<file path="src/rtl/seven_seg_pkg.sv">
// Shared types and constants for the seven-segment scroll sequencer.
package seven_seg_pkg;

  localparam int NUM_DIGITS = 6;

  // Segment mask seen by the decoder: it ANDs with active-low segments,
  // so all-ones passes the decoded pattern and all-zeros lights every segment.
  localparam logic [6:0] SEG_PASS   = 7'h7F;
  localparam logic [6:0] SEG_ALL_ON = 7'h00;

  typedef logic [3:0] nibble_t;

  typedef enum logic [1:0] {
    IDLE   = 2'd0,
    LOADED = 2'd1,
    SHOW   = 2'd2,
    SCROLL = 2'd3
  } state_t;

  function automatic logic [6:0] seg_mask(input logic lamp_test);
    return lamp_test ? SEG_ALL_ON : SEG_PASS;
  endfunction

endpackage

</file>
<file path="src/rtl/seven_seg_tick_gen.sv">
// Scroll-rate prescaler: counts 0..TICK_DIV-1 while enabled, tick on the last count.
module seven_seg_tick_gen #(
  parameter int TICK_DIV = 12_500_000
) (
  input  logic clk,
  input  logic rst_n,
  input  logic en_i,
  input  logic clr_i,
  output logic tick_o
);

  localparam int CW = (TICK_DIV > 1) ? $clog2(TICK_DIV) : 1;
  localparam logic [CW-1:0] CNT_LAST = CW'(TICK_DIV - 1);

  logic [CW-1:0] cnt_q, cnt_d;

  // Next count: synchronous clear wins, then wrap at the last count.
  always_comb begin
    cnt_d = cnt_q;
    if (clr_i) begin
      cnt_d = '0;
    end else if (en_i) begin
      cnt_d = (cnt_q == CNT_LAST) ? '0 : cnt_q + 1'b1;
    end
  end

  // Count register.
  always_ff @(posedge clk or negedge rst_n) begin
    if (!rst_n) begin
      cnt_q <= '0;
    end else begin
      cnt_q <= cnt_d;
    end
  end

  assign tick_o = en_i && !clr_i && (cnt_q == CNT_LAST);

endmodule

</file>
<file path="src/rtl/seven_seg_scroll_ctrl.sv">
// Message buffer and display sequencer feeding the six-digit segment decoder.
//
//   state  | meaning
//   IDLE   | accepting nibbles into the buffer
//   LOADED | message complete, first six nibbles shown
//   SHOW   | static window at the held offset
//   SCROLL | window advances one nibble per prescaler tick
module seven_seg_scroll_ctrl
  import seven_seg_pkg::*;
#(
  parameter int BUF_DEPTH = 16,
  parameter int TICK_DIV  = 12_500_000
) (
  input  logic       clk,
  input  logic       rst_n,
  input  logic       wr_valid_i,
  output logic       wr_ready_o,
  input  logic [3:0] wr_nibble_i,
  input  logic       wr_last_i,
  input  logic       scroll_en_i,
  input  logic       start_i,
  input  logic       stop_i,
  input  logic       clear_i,
  input  logic       lamp_test_i,
  output logic       busy_o,
  output logic       wrap_o,
  output logic [3:0] bcd0_o,
  output logic [3:0] bcd1_o,
  output logic [3:0] bcd2_o,
  output logic [3:0] bcd3_o,
  output logic [3:0] bcd4_o,
  output logic [3:0] bcd5_o,
  output logic [6:0] turn_on_o
);

  localparam int AW = $clog2(BUF_DEPTH);
  localparam int LW = AW + 1;
  // Window index reaches offset+5 < len+6, so three spare bits cover it.
  localparam int IW = LW + 3;
  localparam logic [LW-1:0] DEPTH_L = LW'(BUF_DEPTH);

  state_t        state_q, state_d;
  logic [LW-1:0] len_q, len_d;
  logic [AW-1:0] offset_q, offset_d;
  nibble_t       buf_q [BUF_DEPTH];

  nibble_t       bcd_q [NUM_DIGITS];
  nibble_t       bcd_d [NUM_DIGITS];
  logic [IW-1:0] win_idx [NUM_DIGITS];
  logic [6:0]    turn_on_q;
  logic          busy_q;
  logic          wrap_q, wrap_d;

  logic          wr_ready;
  logic          wr_acc;
  logic          start_eff;
  logic          tick;
  logic          in_scroll;
  logic [LW-1:0] len_m1;
  logic          at_end;

  assign wr_ready  = (state_q == IDLE) && (len_q < DEPTH_L) && !clear_i;
  assign wr_acc    = wr_valid_i && wr_ready;
  assign start_eff = start_i && !stop_i;
  assign in_scroll = (state_q == SCROLL);
  assign len_m1    = len_q - 1'b1;
  assign at_end    = ({1'b0, offset_q} == len_m1);

  // Prescaler only runs in SCROLL and sits at zero everywhere else,
  // so every entry into SCROLL starts a full TICK_DIV period.
  seven_seg_tick_gen #(
    .TICK_DIV(TICK_DIV)
  ) u_tick_gen (
    .clk   (clk),
    .rst_n (rst_n),
    .en_i  (in_scroll),
    .clr_i (!in_scroll),
    .tick_o(tick)
  );

  // Next state and message length; clear beats stop beats start.
  always_comb begin
    state_d = state_q;
    len_d   = len_q;
    if (clear_i) begin
      state_d = IDLE;
      len_d   = '0;
    end else begin
      if (wr_acc) begin
        len_d = len_q + 1'b1;
      end
      unique case (state_q)
        IDLE: begin
          if (wr_acc && (wr_last_i || (len_q == DEPTH_L - 1'b1))) begin
            state_d = LOADED;
          end else if (start_eff && (len_q != '0)) begin
            state_d = LOADED;
          end
        end
        LOADED, SHOW: begin
          if (start_eff) begin
            state_d = scroll_en_i ? SCROLL : SHOW;
          end
        end
        SCROLL: begin
          if (stop_i) begin
            state_d = SHOW;
          end
        end
        default: state_d = IDLE;
      endcase
    end
  end

  // Scroll offset; a stop in the same cycle as a tick freezes the offset.
  always_comb begin
    offset_d = offset_q;
    wrap_d   = 1'b0;
    if (clear_i) begin
      offset_d = '0;
    end else if (in_scroll && !stop_i && tick) begin
      if (at_end) begin
        offset_d = '0;
        wrap_d   = 1'b1;
      end else begin
        offset_d = offset_q + 1'b1;
      end
    end
  end

  // Control state register.
  always_ff @(posedge clk or negedge rst_n) begin
    if (!rst_n) begin
      state_q  <= IDLE;
      len_q    <= '0;
      offset_q <= '0;
    end else begin
      state_q  <= state_d;
      len_q    <= len_d;
      offset_q <= offset_d;
    end
  end

  // Message storage; contents are only meaningful below len, so no reset.
  always_ff @(posedge clk) begin
    if (wr_acc) begin
      buf_q[len_q[AW-1:0]] <= wr_nibble_i;
    end
  end

  // Window index per digit: (offset+i) mod len by repeated conditional
  // subtraction; six passes cover the worst case of a one-nibble message.
  always_comb begin
    for (int i = 0; i < NUM_DIGITS; i++) begin
      win_idx[i] = IW'(offset_q) + IW'(i);
      for (int j = 0; j < NUM_DIGITS; j++) begin
        if ((len_q != '0) && (win_idx[i] >= IW'(len_q))) begin
          win_idx[i] = win_idx[i] - IW'(len_q);
        end
      end
    end
  end

  // Digit selection; leftmost digit (bcd5) shows window position 0.
  always_comb begin
    for (int i = 0; i < NUM_DIGITS; i++) begin
      bcd_d[NUM_DIGITS-1-i] = '0;
      if ((state_q == SHOW) || (state_q == SCROLL)) begin
        if (len_q != '0) begin
          bcd_d[NUM_DIGITS-1-i] = buf_q[win_idx[i][AW-1:0]];
        end
      end else if (LW'(i) < len_q) begin
        bcd_d[NUM_DIGITS-1-i] = buf_q[AW'(i)];
      end
    end
  end

  // Registered decoder-facing outputs, one cycle behind the control state.
  always_ff @(posedge clk or negedge rst_n) begin
    if (!rst_n) begin
      for (int k = 0; k < NUM_DIGITS; k++) begin
        bcd_q[k] <= '0;
      end
      turn_on_q <= SEG_PASS;
      busy_q    <= 1'b0;
      wrap_q    <= 1'b0;
    end else begin
      for (int k = 0; k < NUM_DIGITS; k++) begin
        bcd_q[k] <= bcd_d[k];
      end
      turn_on_q <= seg_mask(lamp_test_i);
      busy_q    <= in_scroll;
      wrap_q    <= wrap_d;
    end
  end

  assign wr_ready_o = wr_ready;
  assign busy_o     = busy_q;
  assign wrap_o     = wrap_q;
  assign turn_on_o  = turn_on_q;
  assign bcd0_o     = bcd_q[0];
  assign bcd1_o     = bcd_q[1];
  assign bcd2_o     = bcd_q[2];
  assign bcd3_o     = bcd_q[3];
  assign bcd4_o     = bcd_q[4];
  assign bcd5_o     = bcd_q[5];

endmodule
</file>
<file path="config.mk">
export PLATFORM = sky130hd
export DESIGN_NAME = seven_seg_scroll_ctrl
export DESIGN_NICKNAME = d
export VERILOG_FILES = /design/src/rtl/seven_seg_pkg.sv /design/src/rtl/seven_seg_tick_gen.sv /design/src/rtl/seven_seg_scroll_ctrl.sv
export SDC_FILE = /design/constraint.sdc
export NUM_CORES = 1
export LEC_CHECK = 0
export ABC_AREA = 1
export CORE_ASPECT_RATIO = 1.75
export CORE_UTILIZATION = 30
export CTS_CLUSTER_SIZE = 25
export DETAILED_ROUTE_END_ITERATION = 8
export PLACE_DENSITY = 0.45
export SYNTH_ARGS = -nofsm -noshare
export SYNTH_HDL_FRONTEND = slang
export SYNTH_SLANG_ARGS = --single-unit
</file>
<file path="constraint.sdc">
create_clock -name clk -period 29.9 [get_ports clk]
set_clock_uncertainty 0.05 [all_clocks]
set_input_delay 4.485 -clock clk [delete_from_list [all_inputs] [get_ports clk]]
set_output_delay 4.485 -clock clk [all_outputs]
set_load 0.03 [all_outputs]
</file>
==> results of run 1 <==
-- layer usage --
layer / wire length, um / up-vias
met3: 3776 / 303
met1: 30030 / 10110
li1: - / 10590
met5: 13 / -
met2: 42180 / 775
met4: 7735 / 2
-- how the worst max path moves through the flow --
stage	startpoint	end	slack, ns	cells after the start
after global routing	len_q[1]	bcd5_o[3]	14.61	68
final	len_q[1]	bcd5_o[3]	15.84	68
after CTS	len_q[1]	bcd5_o[3]	15.76	68
after detailed placement	len_q[1]	bcd5_o[3]	15.81	68
after floorplan	len_q[1]	bcd4_o[2]	16.99	70
after global placement	len_q[1]	bcd5_o[3]	15.91	68
-- final cells by class --
type / instances / area (um2)
well taps: 889 / 1112
inverters: 337 / 1277
repair buffers: 61 / 570.5
flip-flops and latches: 126 / 3480
clock inverters: 13 / 126.4
multi-input cells: 2558 / 14730
clock buffers: 19 / 454.2
fillers: 7242 / 44720
-- sequential cells by signal, indices dropped and copies added, names as in the netlist, 4 cells and up --
signal	cells
buf_q	64
u_tick_gen.cnt_q	24
len_q	5
bcd0_o	4
bcd1_o	4
bcd2_o	4
bcd3_o	4
bcd4_o	4
bcd5_o	4
offset_q	4
-- power groups by stage --
stage	combinational, mW	sequential, mW	clock, mW
floorplan	1.40	0.216	0
finish	1.76	0.203	0.216
detailed placement	1.74	0.207	0
global placement	1.73	0.207	0
CTS	1.75	0.204	0.218
global route	1.98	0.205	0.224
-- logic make-up after synthesis --
logic type                 after synthesis  synth area share (%)
AOI/OAI and AO/OA                      424                 11.80
xor gates and xnor gates                99                 4.303
adders and majority gates              223                 15.11
and+or+nand+nor                       1811                 41.80
DFF                                    126                 17.24
muxes                                    1               0.05588
buffers and inverters                  444                 9.675
-- stage by stage --
step / utilization [%] / hold WS (ns)
2_1_floorplan: - / 0.3737
3_3_place_gp: 31.84 / 0.3934
3_5_place_dp: 31.84 / 0.3901
4_1_cts: 32.72 / 0.3979
5_1_grt: 32.72 / 0.4184
6_report: 32.72 / 0.3927
-- cell usage after synthesis (38+ instances only) --
master / count
o21ai_0: 185
nor2_1: 174
o21ai_1: 38
a21oi_1: 115
ha_1: 189
dfrtp_1: 61
nand2_1: 729
inv_1: 293
buf_2: 45
nand3_1: 712
xor2_1: 72
edfxtp_1: 64
-- worst max-delay path: cells and delay by family (launching register included) --
| kind | cells | cell delay [ns] |
|---|---|---|
| muxes | 1 | 0.37 |
| AOI/OAI and AO/OA | 11 | 3.01 |
| buffers and inverters | 11 | 1.59 |
| and+or+nand+nor | 35 | 4.98 |
| adders and majority gates | 10 | 3.27 |
| DFF | 1 | 0.68 |
==> impl_metrics.json, run 1 <==
{
  "post_cts_buffers": 0,
  "instances_no_fill": 4003,
  "dp_hpwl_mm": 63.84,
  "p_int_mw": 0.8866,
  "synth_ff_type": "edfxtp_1",
  "avgSynthCellArea_um2": 6.442,
  "critical_path_arrival_ns": 14.40,
  "drt-total-wl_mm": 83.74,
  "cp_max_fo": 36,
  "switching_share_pct": 59.40,
  "outcome": "complete, but fails checks",
  "clock_path_buffers": 2,
  "p_clk_share_pct": 9.9,
  "cts_tree": "yes",
  "die_area_mm2": 0.06824,
  "wire_per_inst_um": 20.92,
  "synth_top_cell_area_share_pct": 17.69,
  "hold_end": "u_tick_gen.cnt_q[10]",
  "min_from": "u_tick_gen.cnt_q[9]",
  "rsz0062_at_grt": "false",
  "syn_area_mm2": 0.02015,
  "clkSinkCount": 126,
  "crit_required_ns": 30.24,
  "final_common_cell": "nand2_1",
  "coreArea_mm2": 0.06647,
  "via_per_inst": 5.441,
  "violations": "design-rule violations",
  "syn_nets": 3364,
  "worst_path_most_repeated_cell": "nand2_1",
  "yosys_warnings": 0,
  "cp-end-kind": "flip-flop",
  "nets": 3337,
  "fin_crit_sh_pct": 47.04,
  "period_needed_ns": 14.06,
  "ys_ff_latch": 126,
  "drc": 1,
  "power_density_mw_per_mm2": 100.4,
  "ff2ff_path_depth": 68,
  "cts.clk_slew.worst_paths_ns": 0.07,
  "synth_area_leaders": "nand3_1 (18%), nand2_1 (14%), ha_1 (12%)",
  "cts.htree.levels": 4,
  "grt_util_met3_pct": 2.896,
  "drtPass1Iterations": 8,
  "fp-row-count": 125,
  "comb_power_share_pct": 80.8,
  "stdcell_area_mm2": 0.02175,
  "numCtsBuffers": 17,
  "grtUsageMet1_pct": 24.85,
  "start_util_pct": 30.31,
  "crit_type": "reg2reg",
  "drive_gt1_share_pct": 7.097,
  "synth_area_leader_cell": "nand3_1",
  "r2r_start": "len_q[1]",
  "root_buffer": "clkbuf_16",
  "netSwitchingPower_mw": 1.297,
  "reg2reg_to": "bcd5_o[3]",
  "p_leak_nw": 10.22,
  "drv_slew": 0,
  "finalSetupViolations": 0,
  "place_inst": 3971,
  "place_area_mm2": 0.02117,
  "async_flop_share_pct": 49.21,
  "postRouteAntennaNets": 0,
  "hold_path_depth": 1,
  "grt_pass1_wl_mm": 125.6,
  "grt_max_degree": 43,
  "tightest_slew_ns": 1.167,
  "synthToLayoutAreaGrowth_pct": 7.924,
  "die_width_um": 197.9,
  "ios": 47,
  "busiest_layer": "met2",
  "finalHoldViolations": 0,
  "total_power_mw": 2.184,
  "syn_inst": 3128,
  "ir_worst_vdd_mv": 0.04566,
  "vias": 21780,
  "holdCritPathClass": "reg2reg",
  "max_freq_mhz": 71.10,
  "yosys.cell_types.count": 58,
  "cts_resized": 0,
  "die-height_um": 344.8,
  "cts_hold_buffers": 0,
  "grt.overflow.total": 0,
  "antenna_found_initial": 1,
  "setup.worst_path.start_class": "flip-flop",
  "clk_latency_ns": 0.46,
  "grt_pass1_vias": 21070,
  "pwr-share-seq_pct": 9.3,
  "slew_headroom_pct": 22.10,
  "setup_tns_ns": 0,
  "synth-edff-count": 64,
  "port_buffers": 46,
  "place.gp.congestion": 0.9657,
  "r2r_slack_ns": 15.84,
  "dp_slack_ns": 15.81,
  "grt_use_total_pct": 24.48,
  "grt_use_met2_pct": 44.95,
  "num_antenna_cells": 0,
  "mostFrequentLayoutCells": "nand2_1 (729), nand3_1 (712), inv_1 (290)",
  "drv_cap": 0,
  "fin_ws_ns": 15.84,
  "crit_slowest_cell": "dfrtp_4",
  "slowest_delay_ns": 0.68,
  "synth_sequential_area_ratio_pct": 17.24,
  "drtIter0Drc": 1573
}
Note: power is estimated with default switching activity, not from simulation.
==> run 2: changes to the inputs <==
- PLACE_DENSITY: 0.45 -> 0.47
- clock period: 29.9 -> 11.54 ns (I/O delays scaled with it)
==> impl_metrics.json, run 2 (synthesis results as in run 1) <==
{
  "cp_max_fo": 9,
  "drive_gt1_share_pct": 17.82,
  "cts.htree.levels": 4,
  "crit_required_ns": 11.84,
  "numCtsBuffers": 17,
  "grt_pass1_vias": 22220,
  "tightest_slew_ns": 1.169,
  "p_clk_share_pct": 8.4,
  "fin_crit_sh_pct": 93.84,
  "die_width_um": 197.9,
  "crit_type": "reg2reg",
  "drv_slew": 0,
  "cts_hold_buffers": 0,
  "drc": 0,
  "period_needed_ns": 10.83,
  "coreArea_mm2": 0.06647,
  "die-height_um": 344.8,
  "worst_path_most_repeated_cell": "nand2_1",
  "via_per_inst": 5.261,
  "final_common_cell": "nand2_1",
  "cts.clk_slew.worst_paths_ns": 0.07,
  "slowest_delay_ns": 0.51,
  "cp.buffers_inverters": 8,
  "antenna_found_initial": 1,
  "finalSetupViolations": 0,
  "start_util_pct": 30.31,
  "crit_slowest_cell": "dfrtp_2",
  "root_buffer": "clkbuf_16",
  "postRouteAntennaNets": 0,
  "max_freq_mhz": 92.35,
  "utilization_pct": 37.12,
  "drtIter0Drc": 1636,
  "pwr-share-seq_pct": 7.9,
  "mostFrequentLayoutCells": "nand2_1 (708), nand3_1 (704), inv_1 (288)",
  "synthToLayoutAreaGrowth_pct": 22.47,
  "switching_share_pct": 55.73,
  "largest_reg_flops": 64,
  "grt_pass1_wl_mm": 126.0,
  "finalHoldViolations": 0,
  "critical_path.top_delay_family": "adder cells",
  "nets": 3612,
  "drtPass1Iterations": 6,
  "outcome": "completed",
  "power_density_mw_per_mm2": 263.9,
  "setup.worst_path.start_class": "flip-flop",
  "clk_latency_ns": 0.46,
  "ir_worst_vdd_mv": 0.1370,
  "grt_max_degree": 45,
  "wire_per_inst_um": 19.43,
  "clock_path_buffers": 2,
  "stdcell_area_mm2": 0.02468,
  "p_leak_nw": 11.70,
  "critical_path_arrival_ns": 11.13,
  "netSwitchingPower_mw": 3.629,
  "vias": 22510,
  "ios": 47,
  "place_area_mm2": 0.02324,
  "drv_cap": 0,
  "comb_power_share_pct": 83.7,
  "drt-total-wl_mm": 83.13,
  "place.gp.congestion": 0.9923,
  "grt_use_total_pct": 24.48,
  "cts_tree": "yes",
  "cp-end-kind": "flip-flop",
  "clkSinkCount": 126,
  "slew_headroom_pct": 21.99,
  "num_antenna_cells": 0,
  "holdCritPathClass": "reg2reg",
  "die_area_mm2": 0.06824,
  "fp-row-count": 125,
  "dp_hpwl_mm": 64.21,
  "total_power_mw": 6.512,
  "grt.overflow.total": 0,
  "p_int_mw": 2.883,
  "port_buffers": 46
}
[run 2: metrics by stage]
| step | setup WS, ns | hold WS, ns | TNS, ns | instances |
|---|---|---|---|---|
| after CTS | -0.003573 | 0.4164 | -0.003573 | 4254 |
| after floorplan | -0.004170 | 0.3737 | -0.005564 | 3128 |
| after global routing | -0.05156 | 0.4343 | -0.1551 | 4278 |
| final | 0.7111 | 0.4136 | 0 | 4278 |
| after detailed placement | -0.4374 | 0.4120 | -3.079 | 4222 |
| after global placement | -0.4610 | 0.4038 | -2.859 | 4222 |
[run 2: per-layer routing]
layer,share of wire (%),wire length [um],GRT usage (%),vias up
li1,-,-,-,11140
met1,35,29050,24.44,10390
met2,52,43350,46.28,700
met3,4.7,3902,2.448,286
met4,8.2,6832,18.60,0
met5,0,0,0,-
[run 2: timing repair]
item,CTS,global route
pin swaps,0,37
setup buffers,0,22
resized for setup,24,176
endpoints found under the setup margin,16,24
cloned,0,2
[run 2: final timing paths]
check                                        to                 from  slack [ns]  cells past startpoint
max                                   bcd5_o[2]          offset_q[3]        0.71                     67
max reg2reg                           bcd5_o[2]          offset_q[3]        0.71                     67
min reg2reg                u_tick_gen.cnt_q[10]  u_tick_gen.cnt_q[9]        0.41                      1
min in group asynchronous   u_tick_gen.cnt_q[9]                rst_n        1.10                      1
min                        u_tick_gen.cnt_q[10]  u_tick_gen.cnt_q[9]        0.41                      1
max in group asynchronous              len_q[1]                rst_n        9.34                      2
[run 2: layout make-up]
class	instances	area (um2)
fill	7254	41790
clock inverter	15	142.6
multi-input combinational	2559	15340
sequential	126	3482
clock buffer	17	425.4
timing repair buffer	335	2875
tap	889	1112
inverter	337	1301
[run 2: power groups by stage]
stage | clock network, mW | logic [mW] | registers (mW)
2_1_floorplan | 0 | 3.63 | 0.560
3_3_place_gp | 0 | 5.15 | 0.526
3_5_place_dp | 0 | 5.15 | 0.526
4_1_cts | 0.556 | 5.20 | 0.517
5_1_grt | 0.567 | 6.06 | 0.518
6_report | 0.547 | 5.45 | 0.517
==> run 3: changes to the inputs <==
- PLACE_DENSITY: 0.47 -> 0.45
- clock period: 11.54 -> 12 ns (I/O delays scaled with it)
==> impl_metrics.json, run 3 (synthesis results as in run 1) <==
{
  "grt_use_total_pct": 24.85,
  "die_area_mm2": 0.06824,
  "num_antenna_cells": 0,
  "mostFrequentLayoutCells": "nand3_1 (705), nand2_1 (704), inv_1 (289)",
  "fillers": 7145,
  "drv_cap": 0,
  "tightest_slew_ns": 1.192,
  "drt-total-wl_mm": 85.19,
  "seq_area_mm2": 0.003483,
  "final_common_cell": "nand3_1",
  "grt_max_degree": 63,
  "drv_slew": 0,
  "max_freq_mhz": 89.06,
  "drc": 0,
  "finalHoldViolations": 0,
  "coreArea_mm2": 0.06647,
  "r2r_slack_ns": 0.77,
  "crit_required_ns": 12.35,
  "cp-end-kind": "flip-flop",
  "grt_pass1_vias": 21490,
  "start_util_pct": 30.31,
  "finalSetupViolations": 0,
  "grt_pass1_wl_mm": 127.1,
  "ff2ff_path_depth": 68,
  "nets": 3481,
  "r2r_start": "offset_q[1]",
  "cp_max_fo": 8,
  "vias": 22300,
  "dp_hpwl_mm": 64.89,
  "via_per_inst": 5.378,
  "clock_path_buffers": 2,
  "reg2reg_to": "bcd4_o[3]",
  "drtIter0Drc": 1702,
  "multiInputGateArea_mm2": 0.01546,
  "grt.overflow.total": 0,
  "setup.worst_path.start_class": "flip-flop",
  "power_density_mw_per_mm2": 255.9,
  "hold_ws_ns": 0.4110,
  "slowest_delay_ns": 0.46,
  "antenna_found_initial": 2,
  "fp-row-count": 125,
  "crit_type": "reg2reg",
  "outcome": "completed",
  "critical_path_arrival_ns": 11.57,
  "place.gp.congestion": 1.005,
  "critPathCapture": "bcd4_o[3]",
  "stdcell_area_mm2": 0.02365,
  "clkSinkCount": 126,
  "critical_path.top_delay_family": "simple AND/OR/NAND/NOR gates",
  "cts_tree": "yes",
  "ios": 47,
  "cp.buffers_inverters": 5,
  "synthToLayoutAreaGrowth_pct": 17.39,
  "port_buffers": 46,
  "crit_slowest_cell": "dfrtp_2",
  "worst_path_most_repeated_cell": "nand2_1",
  "drive_gt1_share_pct": 14.33,
  "place_area_mm2": 0.02194,
  "clk_latency_ns": 0.46,
  "cts.htree.levels": 4,
  "fin_crit_sh_pct": 93.57,
  "die-height_um": 344.8,
  "cp.depth": 68,
  "period_needed_ns": 11.23,
  "numCtsBuffers": 17,
  "wire_per_inst_um": 20.54,
  "cts.clk_slew.worst_paths_ns": 0.07,
  "root_buffer": "clkbuf_16",
  "die_width_um": 197.9,
  "p_leak_nw": 11.05,
  "postRouteAntennaNets": 0,
  "setup_tns_ns": 0,
  "crit_start": "offset_q[1]",
  "largest_reg_flops": 64,
  "slew_headroom_pct": 19.69,
  "holdCritPathClass": "reg2reg",
  "drtPass1Iterations": 9,
  "ir_worst_vdd_mv": 0.1659
}
## run 3: changes by cell type in the layout (fill, tap and decap cells not counted), sizes merged
cell / before / now
buf: 289 / 155
bufinv: 0 / 2
clkbuf: 18 / 20
clkinv: 11 / 14
clkinvlp: 4 / 0
inv: 337 / 333
nand2: 784 / 787
nand3: 732 / 733
## run 3: through the flow
step	setup slack, ns	utilization (%)	power [mW]	std cells
2_1_floorplan	0.07495	-	4.029	3128
3_3_place_gp	-0.4584	33.01	5.007	4071
3_5_place_dp	-0.5316	33.01	5.043	4071
6_report	0.7715	35.59	6.052	4147
4_1_cts	-0.04327	34.22	5.701	4111
5_1_grt	-0.07838	35.59	6.642	4147
## run 3: timing repair
item | in CTS | in global routing
resized for setup | 34 | 177
hold buffers | 0 | 0
setup buffers | 6 | 33
gates cloned | 2 | 3
endpoints found under the hold margin | 0 | 0
endpoints found under the setup margin | 17 | 24
pin swaps | 5 | 27
## run 3: power breakdown
group	internal [mW]	total (mW)	switching, mW
Combinational	1.79	5.00	3.22
Clock	0.324	0.548	0.224
Sequential	0.478	0.503	0.0251
## run 3: worst min-delay path by stage
stage / start / end / slack [ns] / depth (start not counted)
floorplan: u_tick_gen.cnt_q[9] / u_tick_gen.cnt_q[10] / 0.37 / 1
global placement: u_tick_gen.cnt_q[9] / u_tick_gen.cnt_q[10] / 0.39 / 1
detailed placement: u_tick_gen.cnt_q[9] / u_tick_gen.cnt_q[10] / 0.39 / 1
CTS: u_tick_gen.cnt_q[9] / u_tick_gen.cnt_q[10] / 0.40 / 1
global route: u_tick_gen.cnt_q[9] / u_tick_gen.cnt_q[10] / 0.44 / 1
finish: u_tick_gen.cnt_q[9] / u_tick_gen.cnt_q[10] / 0.41 / 1
## run 3: layout make-up
type / count / area share [%]
flip-flops and latches: 126 / 14.73
clock inverters: 12 / 0.5660
clock buffers: 20 / 1.978
inverters: 337 / 5.512
multi-input cells: 2563 / 65.37
repair buffers: 200 / 7.146
well taps: 889 / 4.702
## run 3: layer usage
metal / wire length, um / up-vias / GRT usage, %
met5: 15 / - / 0
met4: 7352 / 2 / 19.06
met3: 3967 / 273 / 3.062
met2: 43820 / 710 / 46.03
met1: 30030 / 10450 / 25.18
li1: - / 10870 / -
